### config.mk
export PLATFORM = sky130hd
export DESIGN_NAME = wb_regfile_flat
export DESIGN_NICKNAME = d
export VERILOG_FILES = /design/src/rtl/wb_regfile_if.sv /design/src/rtl/wb_regfile.sv /design/src/flat_wrapper.sv
export SDC_FILE = /design/constraint.sdc
export NUM_CORES = 2
export LEC_CHECK = 0
export ABC_AREA = 1
export CAP_MARGIN = 5
export CORE_ASPECT_RATIO = 2
export CORE_MARGIN = 2
export CORE_UTILIZATION = 28
export CTS_BUF_LIST = sky130_fd_sc_hd__clkbuf_2
export DETAILED_ROUTE_END_ITERATION = 8
export SETUP_SLACK_MARGIN = 0.1
export SLEW_MARGIN = 20
export SYNTH_ARGS = -nofsm -noshare
export SYNTH_HDL_FRONTEND = slang
export SYNTH_SLANG_ARGS = --single-unit
### constraint.sdc
create_clock -name clk -period 4 [get_ports clk]
set_clock_uncertainty 0.2 [all_clocks]
set_input_delay 0.6 -clock clk [delete_from_list [all_inputs] [get_ports clk]]
set_output_delay 0.6 -clock clk [all_outputs]
set_load 0.1 [all_outputs]
### src/rtl/wb_regfile_if.sv
// Bundle of MEM/WB write-back fields and decode read-port signals for wb_regfile.
// The master drives the pipeline fields and read indices; the slave returns data.
interface wb_regfile_if #(
    parameter int XLEN  = 32,
    parameter int CNT_W = 64
);
    logic             wb_rw;
    logic             wb_md;
    logic [4:0]       wb_rd;
    logic [XLEN-1:0]  wb_g;
    logic [XLEN-1:0]  wb_data;
    logic [6:0]       wb_opcode;
    logic [2:0]       wb_funct3;
    logic [4:0]       rs1_addr;
    logic [4:0]       rs2_addr;
    logic [XLEN-1:0]  rs1_data;
    logic [XLEN-1:0]  rs2_data;
    logic [XLEN-1:0]  wb_result;
    logic             wb_we;
    logic [CNT_W-1:0] instret;

    modport master (
        output wb_rw, wb_md, wb_rd, wb_g, wb_data, wb_opcode, wb_funct3,
        output rs1_addr, rs2_addr,
        input  rs1_data, rs2_data, wb_result, wb_we, instret
    );

    modport slave (
        input  wb_rw, wb_md, wb_rd, wb_g, wb_data, wb_opcode, wb_funct3,
        input  rs1_addr, rs2_addr,
        output rs1_data, rs2_data, wb_result, wb_we, instret
    );
endinterface

### src/rtl/wb_regfile.sv
// Write-back stage: selects ALU or extracted load result, writes the integer
// register file, serves two bypassed decode read ports and counts retirements.
module wb_regfile #(
    parameter int XLEN  = 32,
    parameter int NREGS = 32,
    parameter int CNT_W = 64
) (
    input logic         clk,
    input logic         reset,
    wb_regfile_if.slave bus
);
    logic [XLEN-1:0]  regs [NREGS];
    logic [CNT_W-1:0] instret_q;
    logic [XLEN-1:0]  load_val;
    logic [XLEN-1:0]  result;
    logic [7:0]       sel_byte;
    logic [15:0]      sel_half;
    logic             we;

    always_comb begin
        sel_byte = '0;
        sel_half = '0;
        unique case (bus.wb_g[1:0])
            2'd0: sel_byte = bus.wb_data[7:0];
            2'd1: sel_byte = bus.wb_data[15:8];
            2'd2: sel_byte = bus.wb_data[23:16];
            2'd3: sel_byte = bus.wb_data[31:24];
        endcase
        sel_half = bus.wb_g[1] ? bus.wb_data[31:16] : bus.wb_data[15:0];
    end

    always_comb begin
        load_val = bus.wb_data;
        case (bus.wb_funct3)
            3'b000:  load_val = {{(XLEN-8){sel_byte[7]}}, sel_byte};
            3'b001:  load_val = {{(XLEN-16){sel_half[15]}}, sel_half};
            3'b100:  load_val = {{(XLEN-8){1'b0}}, sel_byte};
            3'b101:  load_val = {{(XLEN-16){1'b0}}, sel_half};
            default: load_val = bus.wb_data;
        endcase
    end

    assign result = bus.wb_md ? load_val : bus.wb_g;
    assign we     = bus.wb_rw && (bus.wb_rd != 5'd0);

    assign bus.wb_result = result;
    assign bus.wb_we     = we;
    assign bus.instret   = instret_q;

    // we already excludes x0, so a zero index can only come from storage path
    always_comb begin
        if (bus.rs1_addr == 5'd0)
            bus.rs1_data = '0;
        else if (we && bus.rs1_addr == bus.wb_rd)
            bus.rs1_data = result;
        else
            bus.rs1_data = regs[bus.rs1_addr];

        if (bus.rs2_addr == 5'd0)
            bus.rs2_data = '0;
        else if (we && bus.rs2_addr == bus.wb_rd)
            bus.rs2_data = result;
        else
            bus.rs2_data = regs[bus.rs2_addr];
    end

    always_ff @(posedge clk) begin
        if (reset) begin
            for (int unsigned i = 0; i < NREGS; i++)
                regs[i] <= '0;
        end else if (we) begin
            regs[bus.wb_rd] <= result;
        end
    end

    always_ff @(posedge clk) begin
        if (reset)
            instret_q <= '0;
        else if (bus.wb_opcode != 7'h00)
            instret_q <= instret_q + 1'b1;
    end
endmodule

### src/flat_wrapper.sv
// flat-port wrapper written by rule: the top's interface ports become plain ports
module wb_regfile_flat 
#(
    parameter int XLEN  = 32,
    parameter int NREGS = 32,
    parameter int CNT_W = 64
)
  (clk, reset, bus_wb_rw, bus_wb_md, bus_wb_rd, bus_wb_g, bus_wb_data, bus_wb_opcode, bus_wb_funct3, bus_rs1_addr, bus_rs2_addr, bus_rs1_data, bus_rs2_data, bus_wb_result, bus_wb_we, bus_instret);
  wb_regfile_if #(.XLEN(XLEN), .CNT_W(CNT_W)) bus_i ();
  input logic clk;
  input logic reset;
  input wire logic [$bits(bus_i.wb_rw)-1:0] bus_wb_rw;
  input wire logic [$bits(bus_i.wb_md)-1:0] bus_wb_md;
  input wire logic [$bits(bus_i.wb_rd)-1:0] bus_wb_rd;
  input wire logic [$bits(bus_i.wb_g)-1:0] bus_wb_g;
  input wire logic [$bits(bus_i.wb_data)-1:0] bus_wb_data;
  input wire logic [$bits(bus_i.wb_opcode)-1:0] bus_wb_opcode;
  input wire logic [$bits(bus_i.wb_funct3)-1:0] bus_wb_funct3;
  input wire logic [$bits(bus_i.rs1_addr)-1:0] bus_rs1_addr;
  input wire logic [$bits(bus_i.rs2_addr)-1:0] bus_rs2_addr;
  output wire logic [$bits(bus_i.rs1_data)-1:0] bus_rs1_data;
  output wire logic [$bits(bus_i.rs2_data)-1:0] bus_rs2_data;
  output wire logic [$bits(bus_i.wb_result)-1:0] bus_wb_result;
  output wire logic [$bits(bus_i.wb_we)-1:0] bus_wb_we;
  output wire logic [$bits(bus_i.instret)-1:0] bus_instret;
  assign bus_i.wb_rw = bus_wb_rw;
  assign bus_i.wb_md = bus_wb_md;
  assign bus_i.wb_rd = bus_wb_rd;
  assign bus_i.wb_g = bus_wb_g;
  assign bus_i.wb_data = bus_wb_data;
  assign bus_i.wb_opcode = bus_wb_opcode;
  assign bus_i.wb_funct3 = bus_wb_funct3;
  assign bus_i.rs1_addr = bus_rs1_addr;
  assign bus_i.rs2_addr = bus_rs2_addr;
  assign bus_rs1_data = bus_i.rs1_data;
  assign bus_rs2_data = bus_i.rs2_data;
  assign bus_wb_result = bus_i.wb_result;
  assign bus_wb_we = bus_i.wb_we;
  assign bus_instret = bus_i.instret;
  wb_regfile #(.XLEN(XLEN), .NREGS(NREGS), .CNT_W(CNT_W)) u_core (.clk(clk), .reset(reset), .bus(bus_i));
endmodule
== Yosys cells after proc, flatten, opt, wreduce, memory -nomap -nowiden ==
Memory sizes are Yosys's and may differ from the RTL's.
Index checks and enable logic that the tools add are counted.

* Bits in writable memories: 1024
* Bits in registers: 64
* Output and inout port bits: 161
* Memories: 1

* Mux-type cells: 16
* Equal/unequal tests: 8
* Reductions and logical operators: 10
* Add/subtract/negate cells: 1

{| class="wikitable"
|+ Memories
! memory !! words !! bits a word !! rd ports !! clocked after memory_dff !! wr ports !! RTL line !! source
|-
| u_core.regs || 32 || 32 || 2 || 0 || 32 || wb_regfile.sv:12 || <nowiki>logic [XLEN-1:0] regs [NREGS];</nowiki>
|}

{| class="wikitable"
|+ Operator list
! kind !! number
|-
| 32-bit two-way mux || 6
|-
| 32-bit case mux with 4 select lines || 1
|-
| 64-bit by 1-bit adder with 64-bit output (second input constant) || 1
|-
| 8-bit case mux with 4 select lines || 1
|-
| 32-bit OR reduction || 1
|-
| 16-bit two-way mux || 1
|-
| 5-bit equality test || 2
|-
| 5-bit zero test || 2
|-
| 7-bit nonzero test || 1
|-
| 3-bit equality test (second input constant) || 2
|-
| 1-bit two-way mux || 6
|-
| 5-bit two-way mux || 1
|-
| 5-bit nonzero test || 1
|-
| 2-bit equality test (second input constant) || 2
|-
| 3-bit by 1-bit equality test with 1-bit output (second input constant) || 1
|-
| 1-bit logical AND || 3
|-
| 3-bit zero test || 1
|-
| 2-bit by 1-bit equality test with 1-bit output (second input constant) || 1
|-
| 2-bit zero test || 1
|}

== Logic depth before layout (Yosys ltp) ==
* Depth in word-level cells: 7
* Mapped depth: 14

== Worst setup path before layout ==
Ideal clock, no wire load.

* Path kind: in2out
* Start: input port bus_wb_rd[3]
* End: output port bus_rs1_data[30]
* Path buffers: 1
* Stages: 11
* Data arrival time: 3.971 ns
* Setup slack: -0.771 ns
* Cell sequence: clkbuf_2 inv_1 nand2_4 nor2_2 nand2_1 nand2_2 inv_1 nand3_2 clkinv_1 nand2_1 a21oi_1

* Cells in the longest elaborated chain, start to end: 5
* Elaborated cells between the ends (all ways): 6
* Classes of those cells: eq/ne (1); mux (2); reduce/logical (3)

{| class="wikitable"
|+ Ends and longest elaborated chain
! element !! RTL line !! source
|-
| from (decl) || flat_wrapper.sv:14 || <nowiki>input wire logic [$bits(bus_i.wb_rd)-1:0] bus_wb_rd;</nowiki>
|-
| 5-bit nonzero test || wb_regfile.sv:44 || <nowiki>assign we = bus.wb_rw && (bus.wb_rd != 5'd0);</nowiki>
|-
| 1-bit logical AND || wb_regfile.sv:44 ||
|-
| named net bus_wb_we || flat_wrapper.sv:24 || <nowiki>output wire logic [$bits(bus_i.wb_we)-1:0] bus_wb_we;</nowiki>
|-
| 1-bit logical AND || wb_regfile.sv:54 || <nowiki>else if (we && bus.rs1_addr == bus.wb_rd)</nowiki>
|-
| 32-bit two-way mux || wb_regfile.sv:54 ||
|-
| 32-bit two-way mux || wb_regfile.sv:52 || <nowiki>if (bus.rs1_addr == 5'd0)</nowiki>
|-
| to (decl) || flat_wrapper.sv:21 || <nowiki>output wire logic [$bits(bus_i.rs1_data)-1:0] bus_rs1_data;</nowiki>
|}

The timed path passes the listed nets, and every way through them passes these cells.

==> qor.csv <==
stage;metric;value;unit
outcome;status;finished with violations;
outcome;failing checks;setup timing;
global_routing;largest net degree at the start of global routing;114;
hold_path;Hold Path Stages;6;
placed_design;worst slack, placed;0.121;ns
worst_setup_path;Arr. time, crit path;3.36;ns
global_routing;initial antenna violation count;18;
global_routing;met2 GRT Util;0.446;
timing;Final Max Tran Viols;0;
run;total of max-cap violations;0;
finish;FF/Latch Area;0.0320;mm²
cts;clk buf depth;4;
finish;Fill cells;22500;
routing;Iter 0 DRT Violations;8421;
global_routing;met3 Use GR;0.0645;
timing;highest clock rate;240;MHz
worst_setup_path;WS Path Type;reg -> out;
floorplan;Chip Width;337;µm
floorplan;row count;244;
global_routing;grt ovf;0;
timing;Fin. Hold Viols;0;
finish;layout cells sized above 1;0.206;
worst_setup_path;CP max stage cell;edfxtp_1;
timing;Final period util;1.04;
floorplan;Chip Height;670;µm
routing;Remaining DRCs;0;
cts;TritonCTS Buffers;248;
floorplan;total core area;0.221;mm²
yosys;Mapped Cells;8093;
yosys;sequential-to-total area share from yosys stat;0.515;
worst_setup_path;worst reg2reg path depth;11;
global_routing;GRT Max-Usage Layer;met2;
routing;First-pass DRT Iterations;7;
yosys;leading register cell type out of synthesis;edfxtp_1;
global_routing;vias in the first global route;63400;
finish;area of the multi-input gates;0.0297;mm²
yosys;flops & latches, synth;1088;
yosys;Post-Syn Area;0.0621;mm²
yosys;Synth Area per Inst;7.68;µm²
yosys;ys async rst share;0;
yosys;top post-synthesis cells by area;edfxtp_1 49%, nand2_1 13%, nand3_1 12%, nor2_1 8.2%, clkbuf_1 3.0%;
placed_design;placed inst area;0.0718;mm²
timing;Final setup viols;31;
yosys;Synth cell types;43;
yosys;top-area cell type share of the netlist area;0.495;
placed_design;Port-buffer cells;253;
timing;Tightest Pin Transition;1.10;ns
timing;min Tclk post-route;4.16;ns
floorplan;DIE AREA;0.226;mm²
worst_setup_path;worst-path fanout max;2;
cts;clk sinks;1088;
cts;Clock transition at path regs;0.12;ns
finish;# nets final;8564;
placed_design;placed wire-length estimate;202000;µm
hold_path;Hold Path Class;in -> reg;
finish;most common cell after layout, fill and taps aside;nand2_1;
yosys;YS warnings;0;
global_routing;global-route wire length before repair;442000;µm
cts;TritonCTS clock tree;done;
cts;root buffer cell;clkbuf_2;
worst_setup_path;CP Cell Sequence;nand2_1, nand3_2, nand3_2, nand3_2, buf_6, nand3_4, buf_4, nand2_1, nor2_2, nor2_4, buf_12;
global_routing;GRT Total Usage;0.271;
routing;Vias;64500;
finish;post-route cell area;0.0784;mm²
finish;Area Overhead vs Synth;26.1;%
worst_setup_path;required time worst endpoint;3.20;ns
yosys;Post-synth EDFFs;1024;
power;total chip power;28.3;mW
placed_design;RD Place Congestion;0.978;
worst_setup_path;cell mode on critical path;nand3_2;
timing;RSZ-0062 raised after global routing;true;
power;Leakage Power;31.7;nW
worst_setup_path;max incr delay on CP;0.37;ns
global_routing;GR Util met1;0.280;
yosys;Yosys top cell by area;edfxtp_1;
power;cell area power density;360;mW/mm²
cts;clk_lat worst skew;1.76;ns
routing;Via density;5.55;
floorplan;Initial Utilization;0.282;
worst_setup_path;CP Capture Type;primary output;
timing;relative slew slack;0.264;
finish;commonest cells after routing, fill and taps aside;2,026 x nand2_1, 1,221 x nor2_1, 1,196 x nand3_1;
routing;Routed WL per cell;27.1;µm
floorplan;io pins;254;
timing;worst setup margin;-0.165;ns
worst_setup_path;CP Launch Type;flop;
routing;antenna-violating nets left;0;
cts;H-tree depth;4;
routing;routed wire length;314000;µm
timing;Hold WS;0.0306;ns
power;worst vdd ir;236;µV
layout make-up:
cell class                      count  area share
Inverter                          464      0.0229
Multi-Input combinational cell   5903       0.380
Clock buffer                      334      0.0213
Antenna cell                       10    0.000319
Clock inverter                    102     0.00827
Sequential cell                  1088       0.409
Timing Repair Buffer              765       0.112
Tap cell                         2952      0.0471
state kept, by name, indices dropped and copies added (netlist names):
register	flops
u_core.regs	1024
u_core.bus.instret	64
path summary, 6_finish.rpt:
kind	endpoint	from	slack, ns
worst min register to register	u_core.bus.instret[4]	u_core.bus.instret[4]	0.30
worst max register to register	u_core.bus.instret[26]	u_core.bus.instret[0]	0.89
worst min-delay path	u_core.regs[21][18]	bus_wb_rd[3]	0.03
worst max-delay path	bus_rs2_data[31]	u_core.regs[27][31]	-0.16
Yosys cell counts, types with 4 or more instances:
master and instances:
a31oi_1 31, clkinv_1 4, nand2_1 2191, a21oi_1 248
nand3_1 1531, o21ai_0 339, o211ai_1 36, o21ai_1 7
clkbuf_1 493, buf_1 48, xnor2_1 10, nand2_2 13
inv_2 23, nor3_1 25, nor4_1 4, edfxtp_1 1024
dfxtp_1 64, nor2_1 1358, and2_1 7, buf_2 78
a21boi_1 9, inv_1 437, buf_6 48, nor4_4 4
or2_2 5, xor2_1 8, nand4_1 24
critical path, delay by kind of cell (launching register included):
kind | cells | cell delay (ns)
buf+inv | 3 | 0.48
simple gates | 8 | 0.78
flops | 1 | 0.37
metal layers:
layer | wire length, µm | share of wire
met4 | 36400 | 0.12
met3 | 33900 | 0.11
met1 | 97000 | 0.31
met5 | 71 | 0.00023
met2 | 147000 | 0.47
stage by stage:
| step | instances | utilization | setup TNS [ns] |
|---|---|---|---|
| finish | 11600 | 0.355 | -1.95 |
| global route | 11600 | 0.355 | -4.73 |
| CTS | 11600 | 0.348 | -2.82 |
| detailed placement | 11100 | 0.325 | 0 |
| global placement | 11100 | 0.325 | 0 |
| floorplan | 8124 | - | 0 |
power breakdown:
part / total (mW) / internal, mW / switching, mW
Clock: 7.81 / 2.87 / 4.94
Combinational: 7.13 / 2.11 / 5.02
Sequential: 13.3 / 13.0 / 0.295
logic make-up (layout without fill, tap and decap cells):
logic type,after synthesis,in the layout,synth area share
buf+inv,1133,1665,0.0760
xor+xnor,18,18,0.00254
compound gates,673,673,0.0568
fa+ha+maj,1,1,0.000201
flops,1088,1088,0.515
other cells,1,42,0.0000603
simple gates,5179,5179,0.349
what timing repair did:
item	4_1_cts	5_1_grt
resized for setup	721	344
setup endpoints to repair	122	64
pin swaps	258	330
hold buffers	30	0
buffers inserted	8	9
hold endpoints to repair	1334	0
Note: power is estimated with default switching activity, not from simulation.
